## src/rtl/carro_pkg.sv

```systemverilog
// carro_pkg -- shared definitions for the car controller.
//   * estado_t       : FSM state encoding
//   * *_DEF          : default values for the control_carro parameters
//   * NIVEL_MAX      : highest difficulty level (oNivel saturates here)
//   * calcDivisor()  : frame ticks per pixel step for a given level
package carro_pkg;

    typedef enum logic [2:0] {
        REPOSO = 3'd0,
        CARGA  = 3'd1,
        CORRE  = 3'd2,
        PAUSA  = 3'd3,
        SALTO  = 3'd4,
        FIN    = 3'd5
    } estado_t;

    localparam logic [9:0] LIMITE_X_DEF      = 10'd479;
    localparam logic [3:0] PASOS_INICIAL_DEF = 4'd4;
    localparam logic [3:0] VUELTAS_NIVEL_DEF = 4'd8;
    localparam logic [2:0] NIVEL_MAX         = 3'd7;

    // max(pasos - nivel, 1) evaluated at 4 bits; the compare comes first so
    // the subtraction can never wrap.
    function automatic logic [3:0] calcDivisor(input logic [3:0] pasos,
                                               input logic [2:0] nivel);
        if ({1'b0, nivel} >= pasos)
            return 4'd1;
        else
            return pasos - {1'b0, nivel};
    endfunction

endpackage

```

## src/rtl/control_carro_divisor_pasos.sv

```systemverilog
// divisor_pasos -- frame-tick divider that paces the car's pixel steps.
// Ports:
//   iClk    system clock
//   iReset  asynchronous active-high reset
//   iTick   one-cycle pulse per video frame
//   iNivel  current difficulty level (sets the divisor)
//   iClear  synchronous counter clear (wins over everything else)
//   iHold   freezes the counter and ignores iTick
//   oPaso   registered one-cycle step pulse, one cycle after the
//           iTick that completes a divisor period
module divisor_pasos
    import carro_pkg::*;
#(
    parameter logic [3:0] PASOS_INICIAL = PASOS_INICIAL_DEF
) (
    input  logic       iClk,
    input  logic       iReset,
    input  logic       iTick,
    input  logic [2:0] iNivel,
    input  logic       iClear,
    input  logic       iHold,
    output logic       oPaso
);

    logic [3:0] cuenta;
    logic [3:0] divisor;

    assign divisor = calcDivisor(PASOS_INICIAL, iNivel);

    always_ff @(posedge iClk or posedge iReset) begin
        if (iReset) begin
            cuenta <= 4'd0;
            oPaso  <= 1'b0;
        end else begin
            oPaso <= 1'b0;
            if (iClear) begin
                cuenta <= 4'd0;
            end else if (!iHold && iTick) begin
                // '>=' rather than '==' so a count left above a shrunken
                // divisor can never run away for 16 ticks.
                if (cuenta >= divisor - 4'd1) begin
                    cuenta <= 4'd0;
                    oPaso  <= 1'b1;
                end else begin
                    cuenta <= cuenta + 4'd1;
                end
            end
        end
    end

endmodule

```

## src/rtl/control_carro.sv

```systemverilog
// control_carro -- game-flow FSM for the car: start, run, pause, respawn at
// the road edge, level progression and game over.
// Ports:
//   iClk, iReset              clock and asynchronous active-high reset
//   iTick                     one-cycle pulse per video frame
//   iStart, iPausa, iColision level-sensitive player/game requests
//   iPosicionX                current car X position
//   oEnable / oSuma / oSalto  mutually exclusive registered one-cycle pulses
//                             (load, advance, respawn) to the position register
//   oNivel                    current difficulty level (0..7)
//   oActivo                   high in CORRE or PAUSA
//   oFin                      high in FIN
module control_carro
    import carro_pkg::*;
#(
    parameter logic [9:0] LIMITE_X      = LIMITE_X_DEF,
    parameter logic [3:0] PASOS_INICIAL = PASOS_INICIAL_DEF,
    parameter logic [3:0] VUELTAS_NIVEL = VUELTAS_NIVEL_DEF
) (
    input  logic       iClk,
    input  logic       iReset,
    input  logic       iTick,
    input  logic       iStart,
    input  logic       iPausa,
    input  logic       iColision,
    input  logic [9:0] iPosicionX,
    output logic       oEnable,
    output logic       oSuma,
    output logic       oSalto,
    output logic [2:0] oNivel,
    output logic       oActivo,
    output logic       oFin
);

    estado_t    estado;
    logic [2:0] nivel;
    logic [3:0] vueltas;
    logic       enableReg;
    logic       saltoReg;
    logic       activoReg;
    logic       finReg;

    logic enCorre;
    logic fueraPista;
    logic limpiarCuenta;
    logic congelarCuenta;

    assign enCorre    = (estado == CORRE);
    assign fueraPista = (iPosicionX >= LIMITE_X);

    // The counter clears on a (re)start and when the car leaves the road; it
    // only advances in CORRE when no higher-priority event owns the cycle.
    assign limpiarCuenta  = (((estado == REPOSO) || (estado == FIN)) && iStart)
                          || (enCorre && !iColision && fueraPista);
    assign congelarCuenta = !(enCorre && !iColision && !fueraPista && !iPausa);

    divisor_pasos #(
        .PASOS_INICIAL(PASOS_INICIAL)
    ) uDivisor (
        .iClk   (iClk),
        .iReset (iReset),
        .iTick  (iTick),
        .iNivel (nivel),
        .iClear (limpiarCuenta),
        .iHold  (congelarCuenta),
        .oPaso  (oSuma)
    );

    always_ff @(posedge iClk or posedge iReset) begin
        if (iReset) begin
            estado    <= REPOSO;
            nivel     <= 3'd0;
            vueltas   <= 4'd0;
            enableReg <= 1'b0;
            saltoReg  <= 1'b0;
            activoReg <= 1'b0;
            finReg    <= 1'b0;
        end else begin
            enableReg <= 1'b0;
            saltoReg  <= 1'b0;
            case (estado)
                REPOSO, FIN: begin
                    if (iStart) begin
                        estado    <= CARGA;
                        nivel     <= 3'd0;
                        vueltas   <= 4'd0;
                        enableReg <= 1'b1;
                        finReg    <= 1'b0;
                    end
                end
                CARGA: begin
                    estado    <= CORRE;
                    activoReg <= 1'b1;
                end
                CORRE: begin
                    if (iColision) begin
                        estado    <= FIN;
                        activoReg <= 1'b0;
                        finReg    <= 1'b1;
                    end else if (fueraPista) begin
                        estado    <= SALTO;
                        activoReg <= 1'b0;
                        saltoReg  <= 1'b1;
                    end else if (iPausa) begin
                        estado <= PAUSA;
                    end
                end
                SALTO: begin
                    estado    <= CORRE;
                    activoReg <= 1'b1;
                    if (vueltas + 4'd1 >= VUELTAS_NIVEL) begin
                        vueltas <= 4'd0;
                        if (nivel != NIVEL_MAX)
                            nivel <= nivel + 3'd1;
                    end else begin
                        vueltas <= vueltas + 4'd1;
                    end
                end
                PAUSA: begin
                    if (!iPausa)
                        estado <= CORRE;
                end
                default: begin
                    estado    <= REPOSO;
                    activoReg <= 1'b0;
                    finReg    <= 1'b0;
                end
            endcase
        end
    end

    assign oEnable = enableReg;
    assign oSalto  = saltoReg;
    assign oNivel  = nivel;
    assign oActivo = activoReg;
    assign oFin    = finReg;

endmodule

```

## config.mk

```make
export PLATFORM = sky130hd
export DESIGN_NAME = control_carro
export DESIGN_NICKNAME = d
export VERILOG_FILES = /design/src/rtl/carro_pkg.sv /design/src/rtl/control_carro_divisor_pasos.sv /design/src/rtl/control_carro.sv
export SDC_FILE = /design/constraint.sdc
export NUM_CORES = 1
export LEC_CHECK = 0
export BUFFER_PORTS_ARGS = -buffer_cell sky130_fd_sc_hd__buf_4
export CAP_MARGIN = 20
export CORE_MARGIN = 2
export CORE_UTILIZATION = 53
export DETAILED_ROUTE_END_ITERATION = 7
export PLACE_DENSITY_LB_ADDON = 0.08
export REMOVE_ABC_BUFFERS = 1
export SYNTH_ARGS = -nofsm -noshare
export SYNTH_HDL_FRONTEND = slang
export SYNTH_SLANG_ARGS = --single-unit
export TNS_END_PERCENT = 20
```

## constraint.sdc

```tcl
create_clock -name iClk -period 2 [get_ports iClk]
set_input_delay 0.1 -clock iClk [delete_from_list [all_inputs] [get_ports iClk]]
set_output_delay 0.1 -clock iClk [all_outputs]
set_load 0.01 [all_outputs]
```

======== After elaboration in Yosys (flattened, before gate mapping) ========
Index checks and enable logic that the tools add are counted.
W data, S select, Z words.
word-level totals
  register bits after elaboration ......... 19
  input bits .............................. 16
  output and inout port bits .............. 8
cells by class
  add/sub/neg operators ................... 5
  $lt $le $gt $ge ......................... 4
  equal/unequal tests ..................... 13
  multiplexer cells ....................... 31
  bitwise gates (word level) .............. 2
  reductions and logical operators ........ 23
operator list
  operator               number
  $mux W3                8
  $mux W4                6
  $mux W1                12
  $pmux W3 S4            1
  $ge A10 B9 Y1 const B  1
  $ne A2 B2 Y1 const B   5
  $add A4 B1 Y4 const B  2
  $pmux W4 S2            1
  $eq A3 B2 Y1 const B   2
  $eq A3 B3 Y1 const B   2
  $logic_and A1 B1 Y1    6
  $pmux W1 S3            2
  $pmux W3 S2            1
  $reduce_and A3 Y1      2
  $reduce_or A3 Y1       2
  $ge A4 B4 Y1           1
  $ge A4 B4 Y1 const B   1
  $ne A4 B3 Y1 const B   1
  $reduce_and A2 Y1      2
  $reduce_and A4 Y1      1
  $reduce_bool A2 Y1     2
  $reduce_or A2 Y1       2
  $sub A3 B3 Y4 const A  1
  $sub A4 B1 Y4 const B  1
  9 further kinds        13

======== Logic depth before layout (Yosys ltp) ========
Gate-level depths: netlist (run 1).
  depth after elaboration ................. 7
  mapped depth ............................ 6

======== Hierarchy ========
Synthesis (run 1) repeated with hierarchy kept, for this count alone.
second synthesis, totals
  cells, all modules ...................... 125
  area, all modules ....................... 1206.2 µm²
by module, submodules not included
  module         times used  cells each  area an instance (µm²)  seq. area each (µm²)
  control_carro  1           79          815.8                   350.3
  divisor_pasos  1           46          390.4                   125.1

======== Least setup slack after synthesis (run 1) ========
OpenSTA, ideal clock, no wires.
  kind .................................... register to register
  from .................................... register nivel[2], in the netlist oNivel[2]
  to ...................................... register uDivisor.cuenta[0]
  arrival ................................. 1644 ps
  setup slack ............................. 277 ps
  cell stages (with the launch flop) ...... 6
  cell sequence ........................... dfrtp_1 -> or2_2 -> ha_1 -> a2111oi_2 -> nand2_1 -> mux2i_1
on the way
  longest elaborated chain between the ends .. 7
RTL lines
  what                                           RTL line                           RTL
  start, declared                                control_carro.sv:36                logic [2:0] nivel;
  start signal, assigned                         control_carro.sv:114               nivel <= nivel + 3'd1;
  $sub A3 B3 Y4 or $ge A3 B3 Y1 (tied branches)  carro_pkg.sv:29, carro_pkg.sv:26
  $mux W4 (*)                                    carro_pkg.sv:26                    if ({1'b0, nivel} >= pasos)
  $sub A4 B1 Y4 (*)                              control_carro_divisor_pasos.sv:41  if (cuenta >= divisor - 4'd1) begin
  $ge A4 B4 Y1 (*)                               control_carro_divisor_pasos.sv:41
  $mux W4 (*)                                    control_carro_divisor_pasos.sv:41
  $mux W4 (*)                                    control_carro_divisor_pasos.sv:38  end else if (!iHold && iTick) begin
  $mux W4 (*)                                    control_carro_divisor_pasos.sv:36  if (iClear) begin
  end signal, assigned                           control_carro_divisor_pasos.sv:45  cuenta <= cuenta + 4'd1;
  end, declared                                  control_carro_divisor_pasos.sv:25  logic [3:0] cuenta;
Every way passes the cells marked *; elsewhere a longest branch is shown, timed or not. The select of a mux whose other input is x is not followed.
A chain may end at the register's enable or synchronous reset.

======== Final worst setup path (run 1) ========
  from .................................... register nivel[2], in the netlist oNivel[2]
  to ...................................... register uDivisor.cuenta[1]
The elaborated chain is that of the path after synthesis.

==> run summary, run 1 <==
Sw Pwr: 716 uW
Tot Pwr: 1710 uW
fmax: 557 MHz
leak pwr: 0.000651 uW
initial core utilization: 0.574
GR Overflow Total: 0
hpwl dp: 1.96 mm
largest family of logic cells by synthesized area: simple AND/OR/NAND/NOR gates
clock buffer count from CTS: 3
CP Data Arrival Time: 2020 ps
Hold EP: uDivisor.oPaso$_DFF_PP0_
hold crit path type: in -> reg
Slew headroom: 0.517
Clock Tree Buf Depth: 2
R2R Path End: uDivisor.cuenta[1]$_DFFE_PP0P_
maximum number of pins on one net before global-route repair: 20
RSZ-0062 raised after global routing: false
share of layout cells above drive strength 1: 0.252
Clock Skew: 1.17 ps
cell count after synthesis: 125
CP Capture Type: flip-flop
share of power burned in registers: 0.386
final hold violation count: 0
Synth Cell Area: 1160 sq um
area grow syn2layout: 21.7%
Synth cell types: 38
Min Clock Period, post-route: 1790 ps
Critical Path Source Type: flip-flop
number of global-route vias before repair: 1013
diodes inserted: 0
Logic pwr share: 0.493
Synth Area in Compound Gates: 0.180
Slew Viols, Final: 0
Synth Area in Simple Gates: 0.252
die height: 50.8 microns
Reg-to-Reg Start: oNivel[2]$_DFFE_PP0P_
DRC: 0
standard-cell rows: 16
Slowest cell on crit path: dfrtp_1
Setup Fix Bufs, Post-CTS: 0
Max VDD drop: 0.000791 V
Worst R2R Setup Slack: 210 ps
cell taking the most area after synthesis: dfrtp_1
sequential share of the synthesized area: 0.409
Pint: 996 uW
Antenna Nets Post-Route: 0
Required @ worst endpoint: 2230 ps
DIE AREA: 2580 sq um
r2r worst-path depth: 5
buffers plus inverters on the worst setup path: 0
Crit Path Class: reg -> reg
Die Wd: 50.8 microns
Worst-Margin Slew: 724 ps
Hold Startpoint: iTick
switching share of power: 0.418
top cell type's share of synthesized area: 0.409
H-tree depth: 1
drt pass-1 iters: 4
Tcrit/Tclk final: 0.897
Clk pwr share: 0.120
IO Pins: 24
Vias/cell: 5.78
initial antenna violation count: 0
Adder-Cell Fraction of Synth Area: 0.0647
I/O Buffers: 23
first-pass GRT wire length: 4.62 mm
max incr delay on CP: 460 ps
via count: 1028
Worst-Skew Late Latency: 300 ps
Core Region: 2020 sq um
outcome: completed
max_cap viols: 0
Post-Route Setup TNS: 0 ps
WL/cell: 14.4 microns
Yosys reg bits: 19
Hold Path Depth: 3
CTS Root Cell: clkbuf_4
final wirelength: 2.57 mm
# clock sinks: 19
multiplexer share of the synthesized area: 0.0259
PwrDens: 1210 nW/um^2
worst-path cell chain: or2_2 -> ha_1 -> a2111oi_4 -> nand2_1 -> mux2i_1
GR Util All Layers: 0.235
synth top area cells: dfrtp_1 41%, ha_1 6.5%, o211ai_1 3.9%
CTS tree: done
delay-heaviest family, CP: flip-flops
GPL Wtd Cong: 0.798
# setup viols final: 0
Mean Syn Cell Area: 9.29 sq um
Total Nets Final: 174
Worst Path Max Fanout: 7
synthesis warning total: 0
DR iter-0 viols: 20
Synth Area in XOR/XNOR: 0.0226
CTS clk-pin slew, worst paths: 120 ps
placed cells by master (no fill, tap or decap), types with 2 or more instances in the layout:
master and n:
ha_1 6, nand2_1 11, nand3_1 8, nand3b_1 3, a21oi_1 4, clkbuf_4 3
xnor2_1 2, and3_1 3, inv_1 7, mux2i_1 3, nor3b_1 2, nand4_1 2
o21ai_0 6, nor3_1 3, o211ai_1 6, o2111ai_1 2, dfrtp_1 19, or2_2 3
nor2_1 8, buf_4 26, or3_1 2, a31oi_1 3, nor2b_1 3
sequential cells by signal, indices dropped and copies added, names as in the netlist:
| signal | cells |
|---|---|
| oSalto | 1 |
| uDivisor.cuenta | 4 |
| oEnable | 1 |
| oActivo | 1 |
| vueltas | 4 |
| uDivisor.oPaso | 1 |
| estado | 3 |
| oFin | 1 |
| oNivel | 3 |
kinds of logic (layout without fill, tap and decap cells):
family / after synthesis / after routing
compound gates: 29 / 29
simple gates: 53 / 53
buf+inv: 12 / 38
fa+ha+maj: 6 / 6
xor+xnor: 3 / 3
flops: 19 / 19
mux: 3 / 3
timing repair:
action                                  CTS  global route
endpoints found under the setup margin    0             1
gates resized for setup                   0             1
endpoints found under the hold margin    19             0
hold buffers                              1             0
metrics by stage:
step                      instances   util  area, sq um  hold slack (ps)  worst slack [ps]
final                           178  0.699         1410             68.4               206
after floorplan                 120      -         1130             51.1               277
after CTS                       178  0.692         1400             68.2               134
after global routing            178  0.699         1410             79.3              95.0
after global placement          173  0.675         1360              265               224
after detailed placement        173  0.675         1360              270               169
cells in the mapped netlist (all sizes together):
library cell	count
o22ai	1
nand2b	2
or2	4
o21bai	1
o2111ai	2
a21oi	4
a31oi	4
nand3	8
a31o	1
nand3b	3
o21ba	1
mux2i	3
ha	6
nor2b	3
and3	3
nand2	11
buf	5
a2111oi	1
nor4	1
inv	7
nor4b	1
nor3b	2
nor3	3
o21ai	6
o211ai	6
nand4	2
dfrtp	19
or3	2
xor2	1
nor2	8
o31ai	1
xnor2	2
a221o	1
worst register-to-register path, delay by kind of cell (launching register included):
kind,cells,cell delay [ps]
flops,1,460
fa+ha+maj,1,310
compound gates,1,400
mux,1,150
simple gates,2,410
per-layer routing:
layer,wire (microns),track usage,part of all wire
met1,1170,0.323,0.46
met2,1290,0.397,0.50
met3,101,0.0268,0.039
met4,10,0.0541,0.0039
met5,0,0,0
power groups by stage:
stage               Clock [uW]  Sequential (uW)  Combinational, uW
floorplan                    0              701                492
global placement             0              664                804
detailed placement           0              669                829
CTS                        206              661                836
global route               216              686                962
finish                     206              662                845
worst max-delay path by stage:
stage                                from                              to  slack [ps]  cells after the start
finish              oNivel[2]$_DFFE_PP0P_  uDivisor.cuenta[1]$_DFFE_PP0P_         210                      5
global route        oNivel[2]$_DFFE_PP0P_  uDivisor.cuenta[1]$_DFFE_PP0P_          90                      6
CTS                 oNivel[2]$_DFFE_PP0P_  uDivisor.cuenta[1]$_DFFE_PP0P_         130                      5
detailed placement  oNivel[2]$_DFFE_PP0P_  uDivisor.cuenta[1]$_DFFE_PP0P_         170                      5
global placement    oNivel[2]$_DFFE_PP0P_  uDivisor.cuenta[1]$_DFFE_PP0P_         220                      5
floorplan           oNivel[2]$_DFFE_PP0P_  uDivisor.cuenta[0]$_DFFE_PP0P_         280                      5
area by class of cell:
| cell class | count | area (sq um) |
|---|---|---|
| flip-flops and latches | 19 | 475 |
| well taps | 27 | 33.8 |
| fillers | 168 | 609 |
| clock buffers | 4 | 26.3 |
| repair buffers | 27 | 205 |
| multi-input cells | 94 | 646 |
| inverters | 7 | 26.3 |
Power figures use the tool's default switching activity.
==> inputs of run 2 (changes only) <==
--- a/config.mk
+++ b/config.mk
@@ -7,8 +7,10 @@
 export LEC_CHECK = 0
 export BUFFER_PORTS_ARGS = -buffer_cell sky130_fd_sc_hd__buf_4
 export CAP_MARGIN = 20
+export CELL_PAD_IN_SITES_DETAIL_PLACEMENT = 1
+export CELL_PAD_IN_SITES_GLOBAL_PLACEMENT = 1
 export CORE_MARGIN = 2
-export CORE_UTILIZATION = 53
+export CORE_UTILIZATION = 40
 export DETAILED_ROUTE_END_ITERATION = 7
 export PLACE_DENSITY_LB_ADDON = 0.08
 export REMOVE_ABC_BUFFERS = 1
==> run summary, run 2 (same netlist as run 1, synthesis figures left out) <==
CP Capture Type: flip-flop
routed length on met2: 1.61 mm
Core Region: 2760 sq um
die height: 57.9 microns
initial antenna violation count: 0
registers with the most flip-flops: uDivisor.cuenta x4, vueltas x4
Min Clock Period, post-route: 1830 ps
initial core utilization: 0.421
Die Wd: 57.9 microns
most frequent cells in the layout: 26 x buf_4, 19 x dfrtp_1, 11 x nand2_1
Worst-Margin Slew: 740 ps
diodes inserted: 0
outcome: completed
# setup viols final: 0
GPL Wtd Cong: 0.773
max_cap viols: 0
Total Nets Final: 174
Slew Viols, Final: 0
Antenna Nets Post-Route: 0
Vias/cell: 5.59
fmax: 546 MHz
Clock Skew: 3.06 ps
GR Util All Layers: 0.200
multi-input combinational cell area: 646 sq um
Sw Pwr: 746 uW
CTS Root Cell: clkbuf_4
hold crit path type: in -> reg
maximum number of pins on one net before global-route repair: 20
commonest non-fill, non-tap cell in the layout: buf_4
# clock sinks: 19
WL/cell: 16.8 microns
Logic pwr share: 0.509
Critical Path Source Type: flip-flop
Tcrit/Tclk final: 0.916
Final Worst Setup Slack: 168 ps
Max Used Layer: met4
CP Data Arrival Time: 2060 ps
max incr delay on CP: 460 ps
Setup Fix Bufs, Post-CTS: 0
IO Pins: 24
final hold violation count: 0
drt pass-1 iters: 2
CTS clk-pin slew, worst paths: 120 ps
I/O Buffers: 23
Worst Path Max Fanout: 7
Worst-Skew Late Latency: 290 ps
PwrDens: 1230 nW/um^2
delay-heaviest family, CP: flip-flops
share of power burned in registers: 0.375
CP Depth: 5
Max VDD drop: 0.000720 V
switching share of power: 0.427
first-pass GRT wire length: 5.11 mm
met3 routed wirelength: 46 microns
FF/Latch Area: 475 sq um
clock buffer count from CTS: 3
share of layout cells above drive strength 1: 0.252
dpl ws: 116 ps
fin util: 0.514
DRT met1 WL: 1.38 mm
Clock Tree Buf Depth: 2
DIE AREA: 3350 sq um
DR iter-0 viols: 19
standard-cell rows: 19
Pint: 999 uW
Slowest cell on crit path: dfrtp_1
GR Overflow Total: 0
final wirelength: 3.06 mm
area grow syn2layout: 22.1%
Crit Path Class: reg -> reg
Required @ worst endpoint: 2220 ps
r2r worst-path depth: 5
worst-path cell chain: or2_2 -> ha_1 -> a2111oi_4 -> nand2_1 -> mux2i_1
CTS tree: done
Clk pwr share: 0.116
number of global-route vias before repair: 1082
RSZ-0062 raised after global routing: false
Filler cells: 319
Slew headroom: 0.506
H-tree depth: 1
leak pwr: 0.000652 uW
Post-Route Setup TNS: 0 ps
buffers plus inverters on the worst setup path: 0
DRC: 0
via count: 1017
hpwl dp: 2.38 mm
Hold Path Depth: 3
[run 2: cell counts in the layout (fill, tap and decap cells not counted)]
No cell type changed its count.
[run 2: routing by layer]
layer	vias to the layer above	global-route usage
met4	0	0.0698
met5	-	0
met2	6	0.344
met1	504	0.257
met3	2	0.0268
li1	505	-
[run 2: per-stage QoR]
stage	instance area [sq um]	instances	power [uW]	hold WS (ps)
after detailed placement	1370	177	1540	287
after global routing	1420	182	1900	74.9
after CTS	1410	182	1750	64.6
after floorplan	1130	120	1190	51.1
final	1420	182	1750	72.7
after global placement	1370	177	1500	286
[run 2: cell type report]
type	count	share of cell area
sequential	19	0.335
tap	31	0.0274
inverter	7	0.0185
timing repair buffer	27	0.145
multi-input combinational	94	0.455
clock buffer	4	0.0185
[run 2: path summary, 6_finish.rpt]
kind / to / start / slack [ps]
setup reg to reg: uDivisor.cuenta[0]$_DFFE_PP0P_ / oNivel[2]$_DFFE_PP0P_ / 170
hold / removal: uDivisor.oPaso$_DFF_PP0_ / iTick / 70
min in group asynchronous: uDivisor.cuenta[1]$_DFFE_PP0P_ / iReset / 490
max in group asynchronous: oFin$_DFFE_PP0P_ / iReset / 1050
hold reg to reg: vueltas[2]$_DFFE_PP0P_ / vueltas[2]$_DFFE_PP0P_ / 510
setup / recovery: uDivisor.cuenta[0]$_DFFE_PP0P_ / oNivel[2]$_DFFE_PP0P_ / 170
[run 2: timing repair]
action,4_1_cts,5_1_grt
endpoints found under the hold margin,19,0
hold buffers,1,0
resized for setup,0,1
setup endpoints to repair,0,3
[run 2: worst register-to-register path: cells and delay by family (launching register included)]
kind / cells / cell delay [ps]
flip-flops: 1 / 460
AO/OA/AOI/OAI: 1 / 430
AND/OR/NAND/NOR: 2 / 420
adder cells (fa/ha/maj): 1 / 310
multiplexers: 1 / 150
[run 2: power by group through the flow]
stage | Combinational (uW) | Sequential [uW] | Clock, uW
detailed placement | 879 | 666 | 0
CTS | 883 | 657 | 211
global placement | 841 | 658 | 0
finish | 889 | 654 | 202
floorplan | 492 | 701 | 0
global route | 992 | 679 | 224
